[src/rtl/uart_rx.sv]
// 8N1 UART receiver: two-flop synchroniser, mid-bit sampling FSM and a one-deep
// holding register with valid/ack handshake, framing-error and overrun pulses.
module uart_rx #(
  parameter int unsigned CYCLES = 10416,
  parameter int unsigned HALF   = CYCLES / 2
) (
  input  logic       clk,
  input  logic       reset_n,
  input  logic       rx,
  output logic [7:0] data,
  output logic       valid,
  input  logic       ack,
  output logic       frame_err,
  output logic       overrun,
  output logic       busy
);

  localparam int unsigned CW = $clog2(CYCLES);
  localparam logic [CW-1:0] HalfLast = CW'(HALF - 1);
  localparam logic [CW-1:0] BitLast  = CW'(CYCLES - 1);

  typedef enum logic [2:0] {
    StIdle,
    StStart,
    StData,
    StStop,
    StBreak
  } state_e;

  state_e          state_q, state_d;
  logic [CW-1:0]   count_q, count_d;
  logic [2:0]      bit_idx_q, bit_idx_d;
  logic [7:0]      shift_q, shift_d;
  logic [7:0]      data_q, data_d;
  logic            valid_q, valid_d;
  logic            frame_err_q, frame_err_d;
  logic            overrun_q, overrun_d;
  logic            rx_m, rx_s;

  always_ff @(posedge clk or negedge reset_n) begin
    if (!reset_n) begin
      rx_m <= 1'b1;
      rx_s <= 1'b1;
    end else begin
      rx_m <= rx;
      rx_s <= rx_m;
    end
  end

  always_ff @(posedge clk or negedge reset_n) begin
    if (!reset_n) begin
      state_q     <= StIdle;
      count_q     <= '0;
      bit_idx_q   <= '0;
      shift_q     <= '0;
      data_q      <= '0;
      valid_q     <= 1'b0;
      frame_err_q <= 1'b0;
      overrun_q   <= 1'b0;
    end else begin
      state_q     <= state_d;
      count_q     <= count_d;
      bit_idx_q   <= bit_idx_d;
      shift_q     <= shift_d;
      data_q      <= data_d;
      valid_q     <= valid_d;
      frame_err_q <= frame_err_d;
      overrun_q   <= overrun_d;
    end
  end

  always_comb begin
    state_d     = state_q;
    count_d     = count_q;
    bit_idx_d   = bit_idx_q;
    shift_d     = shift_q;
    data_d      = data_q;
    valid_d     = valid_q & ~ack;
    frame_err_d = 1'b0;
    overrun_d   = 1'b0;

    case (state_q)
      StIdle: begin
        if (!rx_s) begin
          state_d = StStart;
          count_d = '0;
        end
      end
      StStart: begin
        if (count_q != HalfLast) begin
          count_d = count_q + CW'(1);
        end else if (!rx_s) begin
          state_d   = StData;
          count_d   = '0;
          bit_idx_d = '0;
        end else begin
          // Start bit gone high by mid-bit: treat as a glitch.
          state_d = StIdle;
        end
      end
      StData: begin
        if (count_q != BitLast) begin
          count_d = count_q + CW'(1);
        end else begin
          shift_d = {rx_s, shift_q[7:1]};
          count_d = '0;
          if (bit_idx_q == 3'd7) begin
            state_d = StStop;
          end else begin
            bit_idx_d = bit_idx_q + 3'd1;
          end
        end
      end
      StStop: begin
        if (count_q != BitLast) begin
          count_d = count_q + CW'(1);
        end else begin
          count_d = '0;
          if (rx_s) begin
            // Leave at mid-stop-bit so the next start edge is not missed.
            state_d = StIdle;
            if (!valid_q || ack) begin
              data_d  = shift_q;
              valid_d = 1'b1;
            end else begin
              overrun_d = 1'b1;
            end
          end else begin
            frame_err_d = 1'b1;
            state_d     = StBreak;
          end
        end
      end
      StBreak: begin
        // Hold off until the line recovers so a break is not read as 0x00s.
        if (rx_s) begin
          state_d = StIdle;
        end
      end
      default: state_d = StIdle;
    endcase
  end

  assign data      = data_q;
  assign valid     = valid_q;
  assign frame_err = frame_err_q;
  assign overrun   = overrun_q;
  assign busy      = (state_q != StIdle);

endmodule

[config.mk]
export PLATFORM = sky130hd
export DESIGN_NAME = uart_rx
export DESIGN_NICKNAME = d
export VERILOG_FILES = /design/src/rtl/uart_rx.sv
export SDC_FILE = /design/constraint.sdc
export NUM_CORES = 1
export LEC_CHECK = 0
export CAP_MARGIN = 20
export CORE_MARGIN = 5
export CORE_UTILIZATION = 30
export DETAILED_ROUTE_END_ITERATION = 10
export PLACE_DENSITY = 0.55
export SETUP_SLACK_MARGIN = 0.05
export SKIP_CTS_REPAIR_TIMING = 1
export SYNTH_ARGS = -nofsm -noshare
export SYNTH_HDL_FRONTEND = slang
export SYNTH_SLANG_ARGS = --single-unit
[constraint.sdc]
create_clock -name clk -period 2.6 [get_ports clk]
set_clock_uncertainty 0.2 [all_clocks]
set_input_delay 0.52 -clock clk [delete_from_list [all_inputs] [get_ports clk]]
set_output_delay 0.52 -clock clk [all_outputs]
set_load 0.02 [all_outputs]
==> run metrics <==
status=finished clean; height of the die=92.25 um; Detail Placement HPWL=2889 um; gr ovfl total=0; Tmin final=about 2.3 ns; number of port buffers=15; synthesized instance count=182; Ports=16; drt wl/cell=between 10 and 15 um; area grow syn2layout=18.62%; Critical Path AT=1.62 ns; DR pass1 iterations=4; die area=around 8500 um^2; cell count along the critical path=3; layout net count=213; Final GP Congestion=between 0.7 and 0.8; Setup TNS=0 ns; initial antenna violation count=0; Util after Layout=36.03%; Critical path buffers and inverters=2; final WL=4044 um; layout cells sized above 1=19.42%; flip-flop and latch count after synthesis=41; commonest non-fill, non-tap cell in the layout=dfrtp_1; final hold vios=0; max_cap viols=0; worst-skew pair later-pin latency=0.29 ns; Crit-path slowest cell=clkdlybuf4s50_1; CP max FO=8; DRT iter0 DRCs=86; all-layer global routing usage=10.37%; CTS root buffer=clkbuf_8; Power Total=0.001203 W; Initial Util=30.37%; register area share after synthesis=50.68%; maximum clock rate=about 430 MHz; synthesized area per cell=roughly 11 um^2; first-pass GRT wire length=~7000 um; crit-path max cell delay=0.60 ns; ANT cells=0; crit share post-route=89.99%; Synthesized Nets=190; Die Width=92.25 um; clock-pin slew on the worst setup and hold paths=0.08 ns; startpoint types=register; VDD IR-drop max=about 0.27 mV; vias in the first global route=1487; Rows=30; Req. time, crit path=1.88 ns; worst r2r path cells=5; Core ar.=6681 um^2; Warnings, synthesis=0; Detail Route Antenna Nets=0; CTS Buffer Depth=2; Pwr Density=499.6 nW/um^2; clock sink count=41; Hold WS=0.1600 ns; DP Cell Count=277; commonest cells after routing, fill and taps aside=dfrtp_1 (39), nand2_1 (15), o21ai_0 (14), clkdlybuf4s50_1 (14), nor2_1 (12); Synth cell types=44; Hold Path Depth=0; Cell Chain, Critical Path=inv_1 > nand3_1 > clkdlybuf4s50_1; Lkg Pwr=about 1.1 nW; Num CTS Buffers=5; FILL cells=roughly 690; vias per cell=approximately 5.1; drt drc=0; CP Class=register to output port; final non-filler cell total=286; max_slew headroom=between 60% and 70%; unrepaired setup endpoints after global routing=no; CTS tree=yes; DR vias=1459; Synth Cell Area=2029 um^2; synth top area cells=dfrtp_1 (48%), mux2_2 (6.1%), mux2_4 (5.2%), o21ai_0 (3.5%), nand2_1 (2.8%); area share of the leading cell type in the synthesized netlist=about 48%; largest area contributor in the netlist=dfrtp_1; largest delay contributor family on the critical path=buffers and inverters; Crit. End Element=output port; Slew @ Worst Pin=0.4603 ns; Setup violations, final=0; final max-slew violation count=0; largest net degree at the start of global routing=17; Hold WC Path Type=register to register; H-tree Lvls=2
## stage by stage
step / setup WS (ns) / cell area, um^2
global placement: 0.3712 / 2277
floorplan: 0.5240 / 2029
finish: 0.2602 / 2407
CTS: 0.2430 / 2397
detailed placement: 0.2966 / 2277
global route: 0.1371 / 2407
## worst register-to-register path: cells and delay by family, from the launching register on
| kind | cells | cell delay [ns] |
|---|---|---|
| DFF | 1 | 0.43 |
| muxes | 1 | 0.38 |
| and+or+nand+nor | 3 | 0.95 |
| adders and majority gates | 1 | 0.25 |
## worst paths after layout
| kind | startpoint | endpoint | slack [ns] |
|---|---|---|---|
| max reg2reg | count_q[0] | shift_q[1] | 0.29 |
| min in group asynchronous | reset_n | data[3] | 0.47 |
| min reg2reg | rx_m | rx_s | 0.16 |
| max | state_q[1] | busy | 0.26 |
| min | rx_m | rx_s | 0.16 |
| max in group asynchronous | reset_n | rx_s | 1.13 |
## cells in the mapped netlist (all sizes together)
cell type / number
buf: 6
o41ai: 2
nor3b: 1
nor4: 2
nor4bb: 1
nand2b: 3
nor4b: 1
ha: 4
or2: 2
and2: 1
a21oi: 3
a221o: 1
clkinv: 1
dfstp: 2
o21bai: 2
and4bb: 1
mux2: 18
o21ai: 14
nand3b: 1
or3: 1
nand2: 15
a22oi: 1
dfrtp: 39
or4: 1
mux2i: 4
o2bb2ai: 2
nand4: 4
nor2: 12
nand3: 3
and3: 5
clkbuf: 2
inv: 7
a22o: 3
and3b: 1
nor3: 7
a2bb2oi: 2
a31oi: 4
o221ai: 1
nand4b: 2
## state kept, by name, indices dropped and copies added (netlist names)
name / cells
rx_m: 1
frame_err: 1
state_q: 3
valid: 1
bit_idx_q: 3
data: 8
overrun: 1
rx_s: 1
shift_q: 8
count_q: 14
## routing by layer
layer | share of wire [%] | track usage, % | vias up
met5 | 0 | 0 | -
met4 | 2.7 | 5.446 | 0
met3 | 4.5 | 2.461 | 10
met2 | 46 | 16.30 | 35
li1 | - | - | 704
met1 | 47 | 13.18 | 710
## logic make-up (layout without fill, tap and decap cells)
family / count (synthesis) / in the layout / share of synthesized area [%]
buffers and inverters: 16 / 40 / 4.315
and+or+nand+nor: 64 / 64 / 17.69
muxes: 22 / 22 / 13.26
DFF: 41 / 41 / 50.68
adders and majority gates: 4 / 4 / 2.466
AOI/OAI and AO/OA: 35 / 35 / 11.59
## power breakdown
part | switching, W | internal [W]
Sequential | 0.00000151 | 0.000640
Combinational | 0.0000142 | 0.00000685
Clock | 0.000228 | 0.000312
## area by class of cell
cell class              instances  area [um^2]  area share [%]
flip-flops and latches         41         1028           42.72
multi-input cells             125        913.4           37.94
repair buffers                 24        215.2           8.940
well taps                      80        100.1           4.158
clock buffers                   6        82.58           3.430
clock inverters                 2        37.54           1.559
inverters                       8        30.03           1.247
Power figures use the tool's default switching activity.
==> RTL edit 1: new RTL, same settings <==
Register the output `frame_err` once more, without a reset; this adds one clock of latency there. The other outputs are not delayed to match.
--- a/src/rtl/uart_rx.sv
+++ b/src/rtl/uart_rx.sv
@@ -143,7 +143,9 @@
 
   assign data      = data_q;
   assign valid     = valid_q;
-  assign frame_err = frame_err_q;
+  always_ff @(posedge clk) begin
+    frame_err <= frame_err_q;
+  end
   assign overrun   = overrun_q;
   assign busy      = (state_q != StIdle);
 
Function: same outputs for any inputs over 10 cycles, from zero or initial values and one cycle with reset_n low; that may be too few to reach the edited logic, so the function may still have changed.
==> RTL edit 1 against the original RTL <==
Wire length down 6.6%; sequential cell count up 1; worst setup slack worse by 8.9 ps; largest cell class unchanged; design area up 0.26%; register-to-register slack better by 30 ps; via count down 0.21%; total power down 0.12%; synthesized area up 0.99%.
==> RTL edit 1: results (changes against the original RTL) <==
| Metric | Value |
|---|---|
| Outcome | finished, final reports clean (unchanged) |
| Vias in the first global route | 1,373 (was 1,487) |
| Filler cells | 643 (was 688) |
| Hpwl dp | 2.65 mm (was 2.89 mm) |
| Ys async rst share | 97.6% (was 100%) |
| GRT met1 Usage | 13.5% (was 13.2%) |
| Multi-input combinational area share | 37.8% (was 37.9%) |
| Met2 wire length | 1.73 mm (was 1.86 mm) |
| Initial DRC count | 70 (was 86) |
| Max Freq | 426 MHz (was 427 MHz) |
| Cell Count Post-Placement | 277 (unchanged) |
| Final net count | 213 (unchanged) |
| Inverter count | 8 (unchanged) |
| Register area | 1050 sq um (was 1030 sq um) |
| Slew @ Worst Pin | 476 ps (was 460 ps) |
| Metal3 WL | 148 um (was 183 um) |
| Maximum vdd drop | 0.261 mV (was 0.269 mV) |
| Vias | 1,456 (was 1,459) |
| M1 wire length | 1.88 mm (was 1.90 mm) |
| Placed Area | 2290 sq um (was 2280 sq um) |
| RD Place Congestion | 0.787 (was 0.753) |
| Clock buffer cells | 5 (was 6) |
| Hold Crit Start | frame_err_q$_DFF_PN0_ (was rx_m$_DFF_PN1_) |
| Seq/Total Area, Yosys | 51.2% (was 50.7%) |
| Crit-path slowest cell | clkdlybuf4s50_1 (unchanged) |
| WL/cell | 13.2 um (was 14.1 um) |
| DR pass1 iterations | 4 (unchanged) |
| FFs & Latches | 42 (was 41) |
| Dpl ws | 320 ps (was 297 ps) |
| Largest net degree at the start of global routing | 26 (was 17) |
| Synth top area cells | dfrtp_1 48%, mux2_2 6.0%, mux2_4 5.1% (was dfrtp_1 48%, mux2_2 6.1%, mux2_4 5.2%) |
| Proportion of layout cells with a drive suffix above 1 | 18.9% (was 19.4%) |
| Avg Inst Size Synth | 11.2 sq um (about the same) |
| Met3 usage | 2.60% (was 2.46%) |
| P_leak | 1.11 nW (about the same) |
| GRT Util Overall | 9.48% (was 10.4%) |
| GRT met2 Usage | 14.0% (was 16.3%) |
| Final non-clock buffer share | 8.61% (was 8.94%) |
| Non-clock buffers | 23 (was 24) |
| Global-route wire length before repair | 6.56 mm (was 6.99 mm) |
| Clock-cell share of area | 4.72% (was 4.99%) |
| Fin crit share | 90.3% (was 90.0%) |
| Syn nets | 191 (was 190) |
| Netlist cell types | 45 (was 44) |
## RTL edit 1: cell count changes after synthesis, sizes merged
cell,unedited run,this run
dfxtp,0,1
## RTL edit 1: where the power goes
part / internal, W / switching [W]
Sequential: 0.000655 / 0.00000157
Clock: 0.000286 / 0.000239
Combinational: 0.00000587 / 0.0000139
## RTL edit 1: cell families (layout without fill, tap and decap cells)
group / count (synthesis) / after routing / share of synthesized area, %
compound gates: 35 / 35 / 11.5
fa+ha+maj: 4 / 4 / 2.44
buf+inv: 16 / 39 / 4.27
flops: 42 / 42 / 51.2
mux: 22 / 22 / 13.1
simple gates: 64 / 64 / 17.5
## RTL edit 1: worst paths after layout
check	endpoint	slack, ps
max	busy	250
min	frame_err$_DFF_P_	150
max reg2reg	shift_q[0]$_DFFE_PN0P_	320
min reg2reg	frame_err$_DFF_P_	150
max in group asynchronous	bit_idx_q[0]$_DFFE_PN0P_	1060
min in group asynchronous	count_q[13]$_DFFE_PN0P_	480
==> RTL edit 2: new RTL, same flow settings <==
Made on the original files. Set the parameter `CYCLES` to 5208 (it was 10416).
--- a/src/rtl/uart_rx.sv
+++ b/src/rtl/uart_rx.sv
@@ -1,7 +1,7 @@
 // 8N1 UART receiver: two-flop synchroniser, mid-bit sampling FSM and a one-deep
 // holding register with valid/ack handshake, framing-error and overrun pulses.
 module uart_rx #(
-  parameter int unsigned CYCLES = 10416,
+  parameter int unsigned CYCLES = 5208,
   parameter int unsigned HALF   = CYCLES / 2
 ) (
   input  logic       clk,
Check against the original RTL: no difference found for any inputs over 10 cycles, from zero or initial values and one cycle with reset_n low; that may be too few to reach the edited logic, so the function may still have changed.
==> RTL edit 2 against the original RTL <==
Global-route usage down 0.071 points; synthesized cell count unchanged; worst setup slack worse by 230 ps; total power down 2.5%; synthesized area down 3.0%; die area down 2.6%; critical path depth up 1; wire length up 3.9%; design area up 3.5%; sequential cell count down 1.
==> RTL edit 2: results (changes against the original RTL) <==
| Metric | Value |
|---|---|
| Number of synthesized flops with an enable pin | 0 (unchanged) |
| Ys async rst share | 100% (unchanged) |
| Proportion of layout cells with a drive suffix above 1 | 28.0% (was 19.4%) |
| Total CTS buffers | 5 (unchanged) |
| Setup slack, reg-to-reg | 30 ps (was 290 ps) |
| RD Place Congestion | 0.781 (was 0.753) |
| Hold slack final | 138 ps (was 160 ps) |
| Port buffer count | 15 (unchanged) |
| Avg Inst Size Synth | 10.8 sq um (was 11.2 sq um) |
| Antenna violations before repair | 0 (unchanged) |
| GR Overflow Total | 0 (unchanged) |
| Max incr delay on CP | 560 ps (was 600 ps) |
| Netlist cell types | 39 (was 44) |
| Syn nets | 189 (was 190) |
| ANT cells | 0 (unchanged) |
| Clock Latency Late Sink | 290 ps (about the same) |
| Layout Cells excl Fill | 288 (was 286) |
| Max reg flops | 13 (was 14) |
| Hpwl dp | 2.90 mm (was 2.89 mm) |
| Global-route wire length before repair | 7.09 mm (was 6.99 mm) |
| Clock root cell | clkbuf_8 (unchanged) |
| CTS H-tree depth | 2 (unchanged) |
| Synth top area cells | dfrtp_1 48%, mux2_4 6.1%, mux2_2 5.7% (was dfrtp_1 48%, mux2_2 6.1%, mux2_4 5.2%) |
| CP Max Fanout | 9 (was 8) |
| Seq/Total Area, Yosys | 51.0% (was 50.7%) |
| Cell Count Post-Placement | 280 (was 277) |
| WL/cell | 14.6 um (was 14.1 um) |
| Initial DRC count | 52 (was 86) |
| Arrival @ worst endpoint | 2550 ps (was 1620 ps) |
| Slew @ Worst Pin | 908 ps (was 460 ps) |
| Synth Flop Type | dfrtp_1 (unchanged) |
| Outcome | finished, final reports clean (unchanged) |
| Clock Path Buffers | 2 (unchanged) |
| Largest reg by FF count | count_q (unchanged) |
| GRT Util Overall | 10.3% (was 10.4%) |
| Clock transition at the registers of the reported paths | 80 ps (about the same) |
| Top delay family on crit path | simple AND/OR/NAND/NOR gates (was buffers and inverters) |
| Maximum vdd drop | 0.424 mV (was 0.269 mV) |
| DR pass1 iterations | 4 (unchanged) |
| Yosys Warn Count | 0 (unchanged) |
| Top cells by count, synth | 38 x dfrtp_1, 19 x nand3_1, 17 x nand2_1, 10 x clkbuf_1, 10 x mux2_2 (was 39 x dfrtp_1, 15 x nand2_1, 14 x o21ai_0, 12 x nor2_1, 11 x mux2_2) |
| Crit-path slowest cell | or4_4 (was clkdlybuf4s50_1) |
| Vias | 1,524 (was 1,459) |
| Filler cells | 648 (was 688) |
| Hold Crit Class | in -> async (was reg -> reg) |
| P_leak | 1.12 nW (was 1.11 nW) |
| Final net count | 217 (was 213) |
| Largest net degree at the start of global routing | 41 (was 17) |
[RTL edit 2: kinds of logic after synthesis]
kind of cell	Yosys count	synth area share, %
adder cells (fa/ha/maj)	3	1.91
AND/OR/NAND/NOR	75	21.2
AO/OA/AOI/OAI	28	10.2
multiplexers	18	11.8
flip-flops	40	51.0
buffers and inverters	18	3.94
[RTL edit 2: report_power, final]
| group | total (W) | internal, W | switching, W |
|---|---|---|---|
| registers | 0.000626 | 0.000624 | 0.00000179 |
| clock network | 0.000529 | 0.000289 | 0.000240 |
| logic | 0.0000171 | 0.00000409 | 0.0000130 |
| total | 0.00117 | 0.000918 | 0.000255 |
[RTL edit 2: per-stage QoR]
stage          util [%]  worst slack, ps  cell area [sq um]
2_1_floorplan         -            -44.2               2000
3_3_place_gp       36.1             23.9               2300
3_5_place_dp       36.1            -24.2               2300
4_1_cts            37.9            -25.3               2420
5_1_grt            39.0            -40.3               2490
6_report           39.0             28.4               2490
[RTL edit 2: path summary, 6_finish.rpt]
path,from,endpoint,depth (start not counted)
max in group asynchronous,reset_n,state_q[0]$_DFFE_PN0P_,1
setup / recovery,count_q[11]$_DFFE_PN0P_,shift_q[1]$_DFFE_PN0P_,4
min in group clk,rx_m$_DFF_PN1_,rx_s$_DFF_PN1_,0
hold reg to reg,rx_m$_DFF_PN1_,rx_s$_DFF_PN1_,0
hold / removal,reset_n,data[7]$_DFFE_PN0P_,1
setup reg to reg,count_q[11]$_DFFE_PN0P_,shift_q[1]$_DFFE_PN0P_,4
[RTL edit 2: per-layer routing]
metal,track usage (%),vias to the layer above,part of all wire [%]
met5,0,-,0
met4,2.93,0,0.45
met3,2.64,2,4.7
met2,15.7,34,46
met1,14.5,759,49
li1,-,729,-
[RTL edit 2: final cells by class]
type	instances	area [sq um]	area share [%]
clock buffers	5	68.8	2.76
clock inverters	3	47.5	1.91
inverters	5	18.8	0.753
multi-input cells	124	961	38.6
flip-flops and latches	40	1000	40.3
well taps	77	96.3	3.87
repair buffers	34	295	11.9
